File: src/rtl/stump_alu.sv
// rtl/stump_alu.sv - registered 16-bit ALU (ADD/ADC/SUB/SBC/AND/OR) producing NZVC flags
// Optional: define STUMP_ALU_LDST_EN to enable LD/ST (func 6/7) address addition.
module stump_alu (
    input  logic        clk,
    input  logic        rst_n,
    input  logic [15:0] operand_A,
    input  logic [15:0] operand_B,
    input  logic [2:0]  func,
    input  logic        c_in,
    input  logic        csh,
    output logic [15:0] result,
    output logic [3:0]  flags_out
);

    localparam logic [2:0] FN_ADD = 3'd0;
    localparam logic [2:0] FN_ADC = 3'd1;
    localparam logic [2:0] FN_SUB = 3'd2;
    localparam logic [2:0] FN_SBC = 3'd3;
    localparam logic [2:0] FN_AND = 3'd4;
    localparam logic [2:0] FN_OR  = 3'd5;

    logic [15:0] b_eff;
    logic        carry;
    logic        arith;
    logic        kill;
    logic [16:0] sum;
    logic [15:0] logic_res;
    logic [15:0] next_result;
    logic [3:0]  next_flags;
    logic        n_flag;
    logic        z_flag;
    logic        v_flag;
    logic        c_flag;

    always_comb begin
        b_eff     = operand_B;
        carry     = 1'b0;
        arith     = 1'b1;
        kill      = 1'b0;
        logic_res = 16'h0000;
        case (func)
            FN_ADD: carry = 1'b0;
            FN_ADC: carry = c_in;
            FN_SUB: begin
                b_eff = ~operand_B;
                carry = 1'b1;
            end
            FN_SBC: begin
                b_eff = ~operand_B;
                carry = c_in;
            end
            FN_AND: begin
                arith     = 1'b0;
                logic_res = operand_A & operand_B;
            end
            FN_OR: begin
                arith     = 1'b0;
                logic_res = operand_A | operand_B;
            end
            default: begin
`ifdef STUMP_ALU_LDST_EN
                carry = 1'b0;
`else
                kill  = 1'b1;
`endif
            end
        endcase
    end

    assign sum = {1'b0, operand_A} + {1'b0, b_eff} + {16'b0, carry};

    // Overflow: adder inputs agree in sign but the sum sign differs.
    always_comb begin
        next_result = arith ? sum[15:0] : logic_res;
        n_flag      = next_result[15];
        z_flag      = (next_result == 16'h0000);
        v_flag      = arith & (operand_A[15] == b_eff[15]) & (sum[15] != operand_A[15]);
        c_flag      = arith ? sum[16] : csh;
        next_flags  = {n_flag, z_flag, v_flag, c_flag};
        if (kill) begin
            next_result = 16'h0000;
            next_flags  = 4'b0000;
        end
    end

    always_ff @(posedge clk or negedge rst_n) begin
        if (!rst_n) begin
            result    <= 16'h0000;
            flags_out <= 4'b0000;
        end else begin
            result    <= next_result;
            flags_out <= next_flags;
        end
    end

endmodule

File: config.mk
export PLATFORM = sky130hd
export DESIGN_NAME = stump_alu
export DESIGN_NICKNAME = d
export VERILOG_FILES = /design/src/rtl/stump_alu.sv
export SDC_FILE = /design/constraint.sdc
export NUM_CORES = 1
export LEC_CHECK = 0
export ABC_AREA = 1
export CAP_MARGIN = 10
export CORE_ASPECT_RATIO = 0.5
export CORE_MARGIN = 3
export CORE_UTILIZATION = 50
export DETAILED_ROUTE_END_ITERATION = 7
export PLACE_DENSITY = 0.82
export SLEW_MARGIN = 20
export SYNTH_ARGS = -nofsm -noshare
export SYNTH_HDL_FRONTEND = slang
export SYNTH_SLANG_ARGS = --single-unit
File: constraint.sdc
create_clock -name clk -period 0.8 [get_ports clk]
set_input_delay 0.12 -clock clk [delete_from_list [all_inputs] [get_ports clk]]
set_output_delay 0.12 -clock clk [all_outputs]
set_load 0.05 [all_outputs]
==> results of run 1 <==
## stage by stage
stage / TNS, ns / area [sq um] / util [%]
floorplan: -16.58 / 2320 / -
global placement: -32.04 / 3710 / 91.4
detailed placement: -35.38 / 3710 / 91.4
## kinds of logic after synthesis
| family | after synthesis |
|---|---|
| AOI/OAI and AO/OA | 41 |
| buffers and inverters | 63 |
| DFF | 19 |
| xor gates and xnor gates | 17 |
| and+or+nand+nor | 202 |
| adders and majority gates | 17 |
==> metrics.md, run 1 <==
| Metric | Value |
|---|---|
| Outcome | aborted with a tool error |
| Stopped at | clock tree synthesis (4_1_cts) |
| First Err | [ERROR DPL-0038] Utilization greater than 100%, impossible to legalize |
| Top-count cell post-synth | nand2_1 |
| Post-synthesis cell type count | 33 |
| Mapped Cells | between 300 and 400 |
| Hold Buf Count CTS | 0 |
| Synth Area in XOR/XNOR | 6.75% |
| Synthesis-stage register bit count | 19 |
| Cell Area, Synth | ~2200 sq um |
| # rows | 16 |
| Synth Area in Compound Gates | 11.2% |
| Post-synth EDFFs | 0 |
| Synth top area share | 21.5% |
| Cts repair resizes | 75 |
| Post-synthesis adder-cell area fraction | between 10% and 20% |
| Post-synthesis async set-or-reset flop share | 100% |
| Starting Density | 54.3% |
| Synth Area per Inst | about 6.1 sq um |
| Postcts setup bufs | 15 |
| Most used DFF post-synth | dfrtp_1 |
| Synth cell count leaders | nand2_1 (97), nor2_1 (53), inv_1 (52) |
| Dpl hpwl | 7370 microns |
| Pre-CTS setup slack | -2.18 ns |
| Ports | slightly below 60 |
| Post-Place Cells | 543 |
| Root Buffer | clkbuf_8 |
| Synth Area in Simple Gates | approximately 39% |
| Post-synthesis mux area share | 0% |
| Final GP Congestion | 0.994 |
| Yosys top cell by area | dfrtp_1 |
| Clk sinks | 19 |
| Number of port buffers | 58 |
| Synth warn | 0 |
| Die Wd | around 100 microns |
| Max Root-Sink Buffers | 2 |
| DIE HEIGHT | 53.0 microns |
| # H-tree levels | 1 |
| Top post-synthesis cells by area | dfrtp_1 (22%), nand2_1 (16%), nor2_1 (9.0%), inv_1 (8.8%), ha_1 (8.5%) |
| Seq/Total Area, Yosys | 21.5% |
| CTS Buf Count | 3 |
| Main combinational cell family by area after synthesis | simple AND/OR/NAND/NOR gates |
| Syn Nets | 415 |
==> inputs of run 2 (changes only) <==
--- a/config.mk
+++ b/config.mk
@@ -7,11 +7,10 @@
 export LEC_CHECK = 0
 export ABC_AREA = 1
 export CAP_MARGIN = 10
-export CORE_ASPECT_RATIO = 0.5
 export CORE_MARGIN = 3
-export CORE_UTILIZATION = 50
+export CORE_UTILIZATION = 40
 export DETAILED_ROUTE_END_ITERATION = 7
-export PLACE_DENSITY = 0.82
+export PLACE_DENSITY_LB_ADDON = 0.15
 export SLEW_MARGIN = 20
 export SYNTH_ARGS = -nofsm -noshare
 export SYNTH_HDL_FRONTEND = slang
==> run 2 against run 1 <==
The flow now finishes, with violations (setup timing). Synthesized cell count stayed put. Area after synthesis stayed put.
==> metrics.md, run 2 <==
| Metric | Value |
|---|---|
| Post-synth EDFFs | 0 (unchanged) |
| Vias/cell | a little under 5 |
| Cell Area, Synth | 2210 sq um (unchanged) |
| First-pass detailed-route iteration total | 4 |
| # H-tree levels | 1 (unchanged) |
| Failing checks | setup timing |
| Initial antenna violation count | 0 |
| Top delay family on crit path | simple AND/OR/NAND/NOR gates |
| Hold Buf Count CTS | 0 (unchanged) |
| Worst-path clk slew | ~0.06 ns |
| Post-synthesis cell type count | 33 (unchanged) |
| Final Max Slew Viols | 0 |
| Top-count cell post-synth | nand2_1 |
| Grt ovf | 0 |
| Largest net degree at the start of global routing | 20 |
| Synth Area in Compound Gates | 11.2% (unchanged) |
| Final hold vios | 0 |
| CP arrival | roughly 2.3 ns |
| CP required | 0.99 ns |
| Post-synthesis mux area share | 0% (unchanged) |
| Final worst setup slack | -1.35 ns |
| Mapped Cells | 359 (unchanged) |
| Largest register FFs | 15 |
| Crit path largest cell delay | roughly 0.38 ns |
| CTS tree | yes |
| Fin crit share | 268% |
| Min cycle time layout | 2.15 ns |
| Synthesis-stage register bit count | 19 (unchanged) |
| Synth warn | 0 (unchanged) |
| Post-Place Cells | 558 (+2.8%) |
| Biggest regs | result x15, flags_out x4 |
| Layout cell share with drive strength beyond 1 | 39.3% |
| Synth Area per Inst | 6.15 sq um (unchanged) |
| DIE HEIGHT | 80.3 microns (+52%) |
| GRT Util Overall | 25.3% |
| Most used DFF post-synth | dfrtp_1 |
| Syn Nets | 415 (unchanged) |
| Most common cell after layout, fill and taps aside | buf_4 |
| CP Max Fanout | 2 |
| Max Cap Viol | 0 |
| Core area | roughly 5200 sq um |
| Number of port buffers | 58 (unchanged) |
| Die Area | 6440 sq um |
| Yosys top cell by area | dfrtp_1 |
| Worst Hold Class | input pin to asynchronous set/reset pin |
| Post-Route WL | slightly above 8000 microns |
| Worst path bufs/invs | 2 |
| Starting Density | 42.1% (-12 points) |
| CTS Buf Count | 3 (unchanged) |
| First-pass GRT wire length | 12,800 microns |
| Wire per inst | 14.0 microns |
| Worst path depth | 15 |
| Pleak | 2.19 nW |
| Final GP Congestion | 0.921 (-7.3%) |
| Seq/Total Area, Yosys | 21.5% (unchanged) |
| Synth Area in Simple Gates | 38.8% (unchanged) |
| Synth cell count leaders | nand2_1 (97), nor2_1 (53), inv_1 (52) |
| Worst setup EP type | flop |
| Post-synthesis adder-cell area fraction | 10.3% (unchanged) |
| Slowest CP cell | fa_2 |
| Cell Chain, Critical Path | clkdlybuf4s15_1 -> a31oi_4 -> fa_2 -> inv_2 -> fa_2 -> or2_4 -> nand3_2 -> nand3_2 -> nor2_1 -> nand3_1 -> nor2_1 -> nand3_1 -> nor2_1 -> nand2_1 -> nor2_2 |
| Ports | 59 (unchanged) |
| Critical setup path kind | input pin to flop |
| Fmax | 466 MHz |
| Post-synthesis async set-or-reset flop share | 100% (unchanged) |
| Worst IR drop on VDD | 0.000965 V |
| Via count | 2,845 |
| CP Launch Type | input pin |
| Final routed DRC violation total | 0 |
| ANT cells | 0 |
| Nets | 563 |
| Critical Path Most Common Cell | nor2_1 |
| # rows | 26 (+10) |
| Non-filler instance count after layout | 576 |
| Max-slew headroom | 46.2% |
| ANT nets after route | 0 |
| Commonest non-fill, non-tap cells in the layout | buf_4 (81), nand2_1 (79), inv_1 (49) |
| Final Setup Violations | 39 |
| Iter 0 DRT Violations | roughly 140 |
| Pwr per Cell Area | 1550 nW/um^2 |
| Final Util | 79.9% |
| Slew @ Worst Pin | ~0.8 ns |
| RSZ-0062 raised after global routing | yes |
| Outcome | finished, violations left |
| Synth Area in XOR/XNOR | 6.75% (unchanged) |
| Top reg by flops | result |
| Synth top area share | 21.5% (unchanged) |
| Dpl hpwl | 6080 microns (-17%) |
| Main combinational cell family by area after synthesis | simple AND/OR/NAND/NOR gates |
| Die Wd | 80.3 microns (-20%) |
| Clk sinks | 19 (unchanged) |
| Hold slack | around 0.21 ns |
| Max Root-Sink Buffers | 2 (unchanged) |
| Root Buffer | clkbuf_8 |
| Top post-synthesis cells by area | dfrtp_1 (22%), nand2_1 (16%), nor2_1 (9.0%), inv_1 (8.8%), ha_1 (8.5%) |
| Number of global-route vias before repair | 2,866 |
| Area grow syn2layout | 89.5% |
run 2: cell counts after synthesis:
Identical to the previous run, type by type.
run 2: logic make-up (layout without fill, tap and decap cells):
logic type | Yosys count | after routing
adders and majority gates | 17 | 17
DFF | 19 | 19
buffers and inverters | 63 | 210
xor gates and xnor gates | 17 | 17
AOI/OAI and AO/OA | 41 | 41
and+or+nand+nor | 202 | 202
run 2: per-stage QoR:
| step | setup WS (ns) | total power, mW | area (sq um) | TNS [ns] |
|---|---|---|---|---|
| 6_report | -1.35 | 6.49 | 4180 | -22.28 |
| 2_1_floorplan | -1.21 | 3.31 | 2320 | -16.58 |
| 3_3_place_gp | -1.96 | 5.21 | 3750 | -32.47 |
| 5_1_grt | -1.43 | 6.87 | 4180 | -24.68 |
| 3_5_place_dp | -2.14 | 5.29 | 3750 | -34.46 |
| 4_1_cts | -1.40 | 6.24 | 4050 | -23.70 |
run 2: power by group:
part           switching (mW)  leakage (nW)  internal (mW)  total, mW
sequential              0.147         0.236           1.13       1.28
clock                   0.272        0.0228          0.353      0.625
combinational            2.36          1.93           2.22       4.59
run 2: worst max path at each step:
stage | end | start | slack (ns)
after floorplan | flags_out[2]$_DFF_PN0_ | func[2] | -1.21
after global placement | flags_out[2]$_DFF_PN0_ | func[2] | -1.96
after detailed placement | flags_out[2]$_DFF_PN0_ | func[2] | -2.14
after CTS | flags_out[2]$_DFF_PN0_ | func[2] | -1.40
after global routing | flags_out[2]$_DFF_PN0_ | func[2] | -1.43
final | flags_out[2]$_DFF_PN0_ | c_in | -1.35
run 2: final cells by class:
type | instances | area (sq um)
multi-input cells | 277 | 1810
well taps | 70 | 87.6
fillers | 333 | 1050
flip-flops and latches | 19 | 477
inverters | 58 | 235
repair buffers | 148 | 1530
clock buffers | 4 | 45.0
run 2: metal layers:
layer	track usage (%)	vias up	wire (microns)
li1	-	1428	-
met1	29.2	1319	3310
met2	50.2	88	4270
met3	1.46	10	383
met4	5.74	0	87
met5	0	-	0
run 2: timing repair:
action / 4_1_cts / 5_1_grt
setup buffers: 10 / 5
pin swaps: 28 / 27
endpoints found under the setup margin: 39 / 39
resized for setup: 58 / 36
(Power assumes the default switching activity.)
==> inputs of run 3 (changes only) <==
--- a/config.mk
+++ b/config.mk
@@ -8,7 +8,7 @@
 export ABC_AREA = 1
 export CAP_MARGIN = 10
 export CORE_MARGIN = 3
-export CORE_UTILIZATION = 40
+export CORE_UTILIZATION = 45
 export DETAILED_ROUTE_END_ITERATION = 7
 export PLACE_DENSITY_LB_ADDON = 0.15
 export SLEW_MARGIN = 20
==> run 3 against run 2 <==
The run still ends with setup timing left. Largest power group unchanged. Worst hold slack got worse by 0.0031 ns. Critical endpoint unchanged. Fmax down 18%. Largest cell class unchanged. Via count grew 36%. Highest routed layer unchanged. Flip-flop and latch count is the same.
==> metrics.md, run 3 (same netlist as run 2, synthesis figures left out) <==
| Metric | Value |
|---|---|
| Seq pwr share | 17.3% (-2.4 points) |
| Hold Buf Count CTS | 0 (unchanged) |
| Final hold vios | 0 (unchanged) |
| Outcome | finished, violations left |
| CP arrival | 2.83 ns (+0.50 ns) |
| Worst Hold Class | input pin to asynchronous set/reset pin |
| Most common cell after layout, fill and taps aside | buf_4 |
| Post-Route WL | 14,900 microns (+86%) |
| Via count | 3,857 (+36%) |
| Iter 0 DRT Violations | 771 (+460%) |
| CP Launch Type | input pin |
| Critical Path Most Common Cell | nand2_1 |
| RSZ-0062 raised after global routing | yes |
| Final worst setup slack | -1.82 ns (-0.470 ns) |
| Pleak | 2.26 nW (+3.0%) |
| Worst-path clk slew | 0.10 ns (+0.04 ns) |
| # rows | 24 (-7.7%) |
| Dpl hpwl | 6350 microns (+4.5%) |
| Max Cap Viol | 0 (unchanged) |
| Final Max Slew Viols | 0 (unchanged) |
| Int Pwr | 3.85 mW (+3.8%) |
| Area grow syn2layout | 98.3% |
| # H-tree levels | 1 (unchanged) |
| Fin crit share | 327% (+59 points) |
| NetSw | 3.80 mW (+37%) |
| Top reg by flops | result |
| Slew @ Worst Pin | 0.708 ns (-0.0954 ns) |
| Top delay family on crit path | simple AND/OR/NAND/NOR gates |
| Max Root-Sink Buffers | 2 (unchanged) |
| First-pass detailed-route iteration total | 6 (+2) |
| Die Area | 5780 sq um (-10%) |
| Grt ovf | 0 (unchanged) |
| Pre-CTS setup slack | -2.04 ns (+0.0955 ns) |
| Final Setup Violations | 39 (unchanged) |
| Slowest CP cell | ha_1 |
| Vias/cell | 6.77 (+37%) |
| Commonest non-fill, non-tap cells in the layout | buf_4 (83), nand2_1 (62), inv_1 (38), nor2_1 (38), nand2_2 (34) |
| ANT cells | 0 (unchanged) |
| Worst IR drop on VDD | 0.000968 V (+0.32%) |
| Number of port buffers | 58 (unchanged) |
| Number of global-route vias before repair | 3,373 (+18%) |
| Switching Share | 49.7% (+6.8 points) |
| Pwr per Cell Area | 1750 nW/um^2 (+13%) |
| Fmax | 382 MHz (-18%) |
| Root Buffer | clkbuf_8 |
| Largest register FFs | 15 (unchanged) |
| Largest net degree at the start of global routing | 20 (unchanged) |
| Critical setup path kind | input pin to flop |
| Nets | 562 (-0.18%) |
| Worst path bufs/invs | 5 (+3) |
| Min cycle time layout | 2.62 ns (+0.470 ns) |
| Final GP Congestion | 0.934 (+1.4%) |
| Wire per inst | 26.2 microns (+88%) |
| Starting Density | 48.7% (+6.5 points) |
| ANT nets after route | 0 (unchanged) |
| Die Wd | 76.0 microns (-5.3%) |
| DIE HEIGHT | 76.0 microns (-5.3%) |
| CP required | 1.02 ns (+0.03 ns) |
| CP Max Fanout | 6 (+4) |
| CTS tree | yes |
| Cell Chain, Critical Path | buf_12 -> inv_16 -> nand2_8 -> buf_12 -> buf_12 -> xnor2_1 -> ha_1 -> nand2_1 -> nor2_2 -> and2_1 -> nand2_2 -> nand2_2 -> nand2_2 -> nand3_1 -> nand2_1 -> inv_2 -> nand2_1 -> nor2_1 -> nand2_1 -> nor2_4 |
| Worst setup EP type | flop |
| Crit path largest cell delay | 0.42 ns (+0.04 ns) |
| Max-slew headroom | 52.6% (+6.4 points) |
| Core area | 4530 sq um (-13%) |
| Initial antenna violation count | 0 (unchanged) |
| Failing checks | setup timing |
| Clk sinks | 19 (unchanged) |
| Biggest regs | result x15, flags_out x4 |
| GRT Util Overall | 34.0% (+8.7 points) |
| Hold slack | 0.207 ns (-0.00308 ns) |
| Combinational share of power | 72.6% (+1.9 points) |
| Power share of the clock group | 10.1% (+0.5 points) |
| CTS Buf Count | 3 (unchanged) |
| Layout cell share with drive strength beyond 1 | 49.1% (+9.8 points) |
| First-pass GRT wire length | 16,100 microns (+26%) |
| Final routed DRC violation total | 0 (unchanged) |
| Ports | 59 (unchanged) |
==> run 3: stage by stage <==
| step | cells | cell area, sq um | utilization [%] | power, mW | setup TNS, ns |
|---|---|---|---|---|---|
| 5_1_grt | 570 | 4380 | 96.5 | 7.75 | -27.20 |
| 3_3_place_gp | 551 | 3720 | 82.0 | 5.17 | -32.16 |
| 3_5_place_dp | 551 | 3720 | 82.0 | 5.32 | -33.55 |
| 6_report | 570 | 4380 | 96.5 | 7.65 | -26.80 |
| 2_1_floorplan | 359 | 2320 | - | 3.31 | -16.58 |
| 4_1_cts | 560 | 3980 | 87.8 | 6.26 | -23.60 |
==> run 3: layout make-up <==
| class | count | area [sq um] |
|---|---|---|
| clock buffers | 3 | 41.3 |
| clock inverters | 1 | 5.00 |
| fillers | 88 | 158 |
| inverters | 58 | 235 |
| multi-input cells | 277 | 2020 |
| flip-flops and latches | 19 | 477 |
| well taps | 65 | 81.3 |
| repair buffers | 147 | 1520 |
==> run 3: power groups by stage <==
stage / logic (mW) / clock network (mW) / registers, mW
finish: 5.55 / 0.775 / 1.32
global route: 5.64 / 0.783 / 1.32
CTS: 4.31 / 0.669 / 1.29
detailed placement: 4.02 / 0 / 1.31
global placement: 3.88 / 0 / 1.29
floorplan: 1.51 / 0 / 1.80
==> run 3: worst paths after layout <==
| kind | start | endpoint | slack (ns) | cells after the start |
|---|---|---|---|---|
| max in group asynchronous | rst_n | flags_out[3]$_DFF_PN0_ | 0.44 | 2 |
| min in group clk | operand_B[12] | result[12]$_DFF_PN0_ | 0.49 | 6 |
| max | func[2] | flags_out[2]$_DFF_PN0_ | -1.82 | 20 |
| min | rst_n | flags_out[1]$_DFF_PN0_ | 0.21 | 2 |
==> run 3: timing repair <==
action                     CTS  global route
pin swaps                   39            57
setup endpoints to repair   39            39
buffers inserted             6            12
resized for setup           56           100
==> run 3: routing by layer <==
| layer | routed length [microns] | GRT usage (%) | vias to the layer above |
|---|---|---|---|
| li1 | - | - | 1428 |
| met1 | 4540 | 38.7 | 1695 |
| met2 | 6300 | 59.1 | 510 |
| met3 | 2300 | 5.20 | 224 |
| met4 | 1810 | 22.3 | 0 |
| met5 | 0 | 0 | - |
==> inputs of run 4 (changes only) <==
--- a/config.mk
+++ b/config.mk
@@ -11,6 +11,7 @@
 export CORE_UTILIZATION = 45
 export DETAILED_ROUTE_END_ITERATION = 7
 export PLACE_DENSITY_LB_ADDON = 0.15
+export SKIP_CTS_REPAIR_TIMING = 1
 export SLEW_MARGIN = 20
 export SYNTH_ARGS = -nofsm -noshare
 export SYNTH_HDL_FRONTEND = slang
==> run 4 against run 3 <==
The flow still finishes with violations (setup timing). Flip-flop and latch count unchanged. Fmax up 5.9%. Final cell count down 0.88%. Die area unchanged. Via count down 14%. Non-clock buffer count down 5. Wire length down 31%. Global-route usage down 7.5 points. Worst hold slack about the same. Critical path depth up 1. Largest power group unchanged.
==> metrics.md, run 4 (same netlist as run 2, synthesis figures left out) <==
| Metric | Value |
|---|---|
| Final Setup Violations | 39 (unchanged) |
| Final worst setup slack | -1.67 ns (+0.146 ns) |
| Worst Hold Class | input pin to asynchronous set/reset pin |
| Max Root-Sink Buffers | 2 (unchanged) |
| Fmax | 405 MHz (+5.9%) |
| Worst IR drop on VDD | 0.000949 V (-2.0%) |
| Worst setup EP type | flop |
| Worst-path clk slew | 0.07 ns (-0.03 ns) |
| Grt ovf | 0 (unchanged) |
| Cell Chain, Critical Path | dlymetal6s2s_1 -> nand2_8 -> nor2_4 -> a31oi_4 -> fa_2 -> inv_2 -> fa_2 -> nand2_4 -> nand2_2 -> nand3_4 -> nand2_4 -> nand2_4 -> nand2_1 -> nand2_1 -> nand3_1 -> nand2_1 -> inv_2 -> nand2_1 -> nor2_1 -> nand2_1 -> nor2_2 |
| Failing checks | setup timing |
| CP required | 0.99 ns (-0.03 ns) |
| Pre-CTS setup slack | -2.04 ns (unchanged) |
| Largest net degree at the start of global routing | 20 (unchanged) |
| CP Launch Type | input pin |
| DIE HEIGHT | 76.0 microns (unchanged) |
| Final routed DRC violation total | 0 (unchanged) |
| Ports | 59 (unchanged) |
| Largest register FFs | 15 (unchanged) |
| Final GP Congestion | 0.934 (unchanged) |
| GRT Util Overall | 26.6% (-7.5 points) |
| Area after DPL | 3720 sq um (unchanged) |
| Die Area | 5780 sq um (unchanged) |
| RSZ-0062 raised after global routing | yes |
| Slowest CP cell | fa_2 |
| Critical Path Start | func[1] |
| Most common cell after layout, fill and taps aside | nand2_1 |
| # rows | 24 (unchanged) |
| Crit path largest cell delay | 0.40 ns (-0.02 ns) |
| CTS Buf Count | 3 (unchanged) |
| Final Max Slew Viols | 0 (unchanged) |
| CTS tree | yes |
| Number of global-route vias before repair | 2,870 (-15%) |
| Number of port buffers | 58 (unchanged) |
| First-pass detailed-route iteration total | 6 (unchanged) |
| Post-Route WL | 10,300 microns (-31%) |
| Commonest non-fill, non-tap cells in the layout | nand2_1 (81), buf_4 (79), inv_1 (48) |
| Layout cell share with drive strength beyond 1 | 38.0% (-11 points) |
| Worst path depth | 21 (+5.0%) |
| Clk sinks | 19 (unchanged) |
| Pwr per Cell Area | 1640 nW/um^2 (-6.2%) |
| Starting Density | 48.7% (unchanged) |
| CP Max Fanout | 4 (-2) |
| Max-slew headroom | 52.5% (-0.14 points) |
| Worst path bufs/invs | 3 (-2) |
| Final instance area | 4090 sq um (-6.5%) |
| Pleak | 2.13 nW (-5.5%) |
| Wire per inst | 18.3 microns (-30%) |
| Dpl hpwl | 6350 microns (unchanged) |
| Top delay family on crit path | simple AND/OR/NAND/NOR gates |
| Max Cap Viol | 0 (unchanged) |
| CP arrival | 2.66 ns (-0.17 ns) |
| Biggest regs | result x15, flags_out x4 |
| Min cycle time layout | 2.47 ns (-0.146 ns) |
| Final hold vios | 0 (unchanged) |
| Final Util | 90.2% (-6.3 points) |
| Area grow syn2layout | 85.4% |
| Die Wd | 76.0 microns (unchanged) |
| Root Buffer | clkbuf_8 |
| ANT cells | 0 (unchanged) |
| Via count | 3,314 (-14%) |
| # H-tree levels | 1 (unchanged) |
| Fin crit share | 309% (-18 points) |
| Critical path capture point | flags_out[2]$_DFF_PN0_ |
| ANT nets after route | 0 (unchanged) |
| Top reg by flops | result |
| Initial antenna violation count | 0 (unchanged) |
| Core area | 4530 sq um (unchanged) |
| Iter 0 DRT Violations | 481 (-38%) |
| Outcome | finished, violations left |
| First-pass GRT wire length | 12,800 microns (-20%) |
| Critical Path Most Common Cell | nand2_1 |
| Slew @ Worst Pin | 0.710 ns (+0.00202 ns) |
| Critical setup path kind | input pin to flop |
| Vias/cell | 5.87 (-13%) |
| Nets | 557 (-0.89%) |
run 4: routing by layer:
layer	GRT usage, %	up-vias	share of wire [%]
li1	-	1424	-
met1	32.4	1532	36
met2	48.9	273	48
met3	2.60	85	9.9
met4	8.51	0	5.9
met5	0	-	0
run 4: worst min path at each step:
stage                        endpoint  slack (ns)
3_3_place_gp      result[1]$_DFF_PN0_        0.47
5_1_grt           result[8]$_DFF_PN0_        0.23
3_5_place_dp      result[2]$_DFF_PN0_        0.49
6_report          result[1]$_DFF_PN0_        0.21
2_1_floorplan  flags_out[0]$_DFF_PN0_       -0.18
4_1_cts           result[2]$_DFF_PN0_        0.22
run 4: through the flow:
stage / total power, mW / setup TNS (ns) / hold WS, ns / instances
3_5_place_dp: 5.32 / -33.55 / 0.488 / 551
2_1_floorplan: 3.31 / -16.58 / -0.176 / 359
4_1_cts: 6.00 / -31.74 / 0.218 / 555
5_1_grt: 6.97 / -27.90 / 0.233 / 565
3_3_place_gp: 5.17 / -32.16 / 0.473 / 551
6_report: 6.71 / -26.23 / 0.207 / 565
run 4: final cells by class:
class | instances | area [sq um]
multi-input cells | 277 | 1790
flip-flops and latches | 19 | 477
clock buffers | 3 | 41.3
repair buffers | 142 | 1460
well taps | 65 | 81.3
clock inverters | 1 | 5.00
inverters | 58 | 235
fillers | 176 | 443
run 4: report_power, final:
part,internal (mW),switching (mW),leakage [nW]
clock,0.347,0.325,0.0255
combinational,2.16,2.58,1.87
sequential,1.13,0.163,0.236
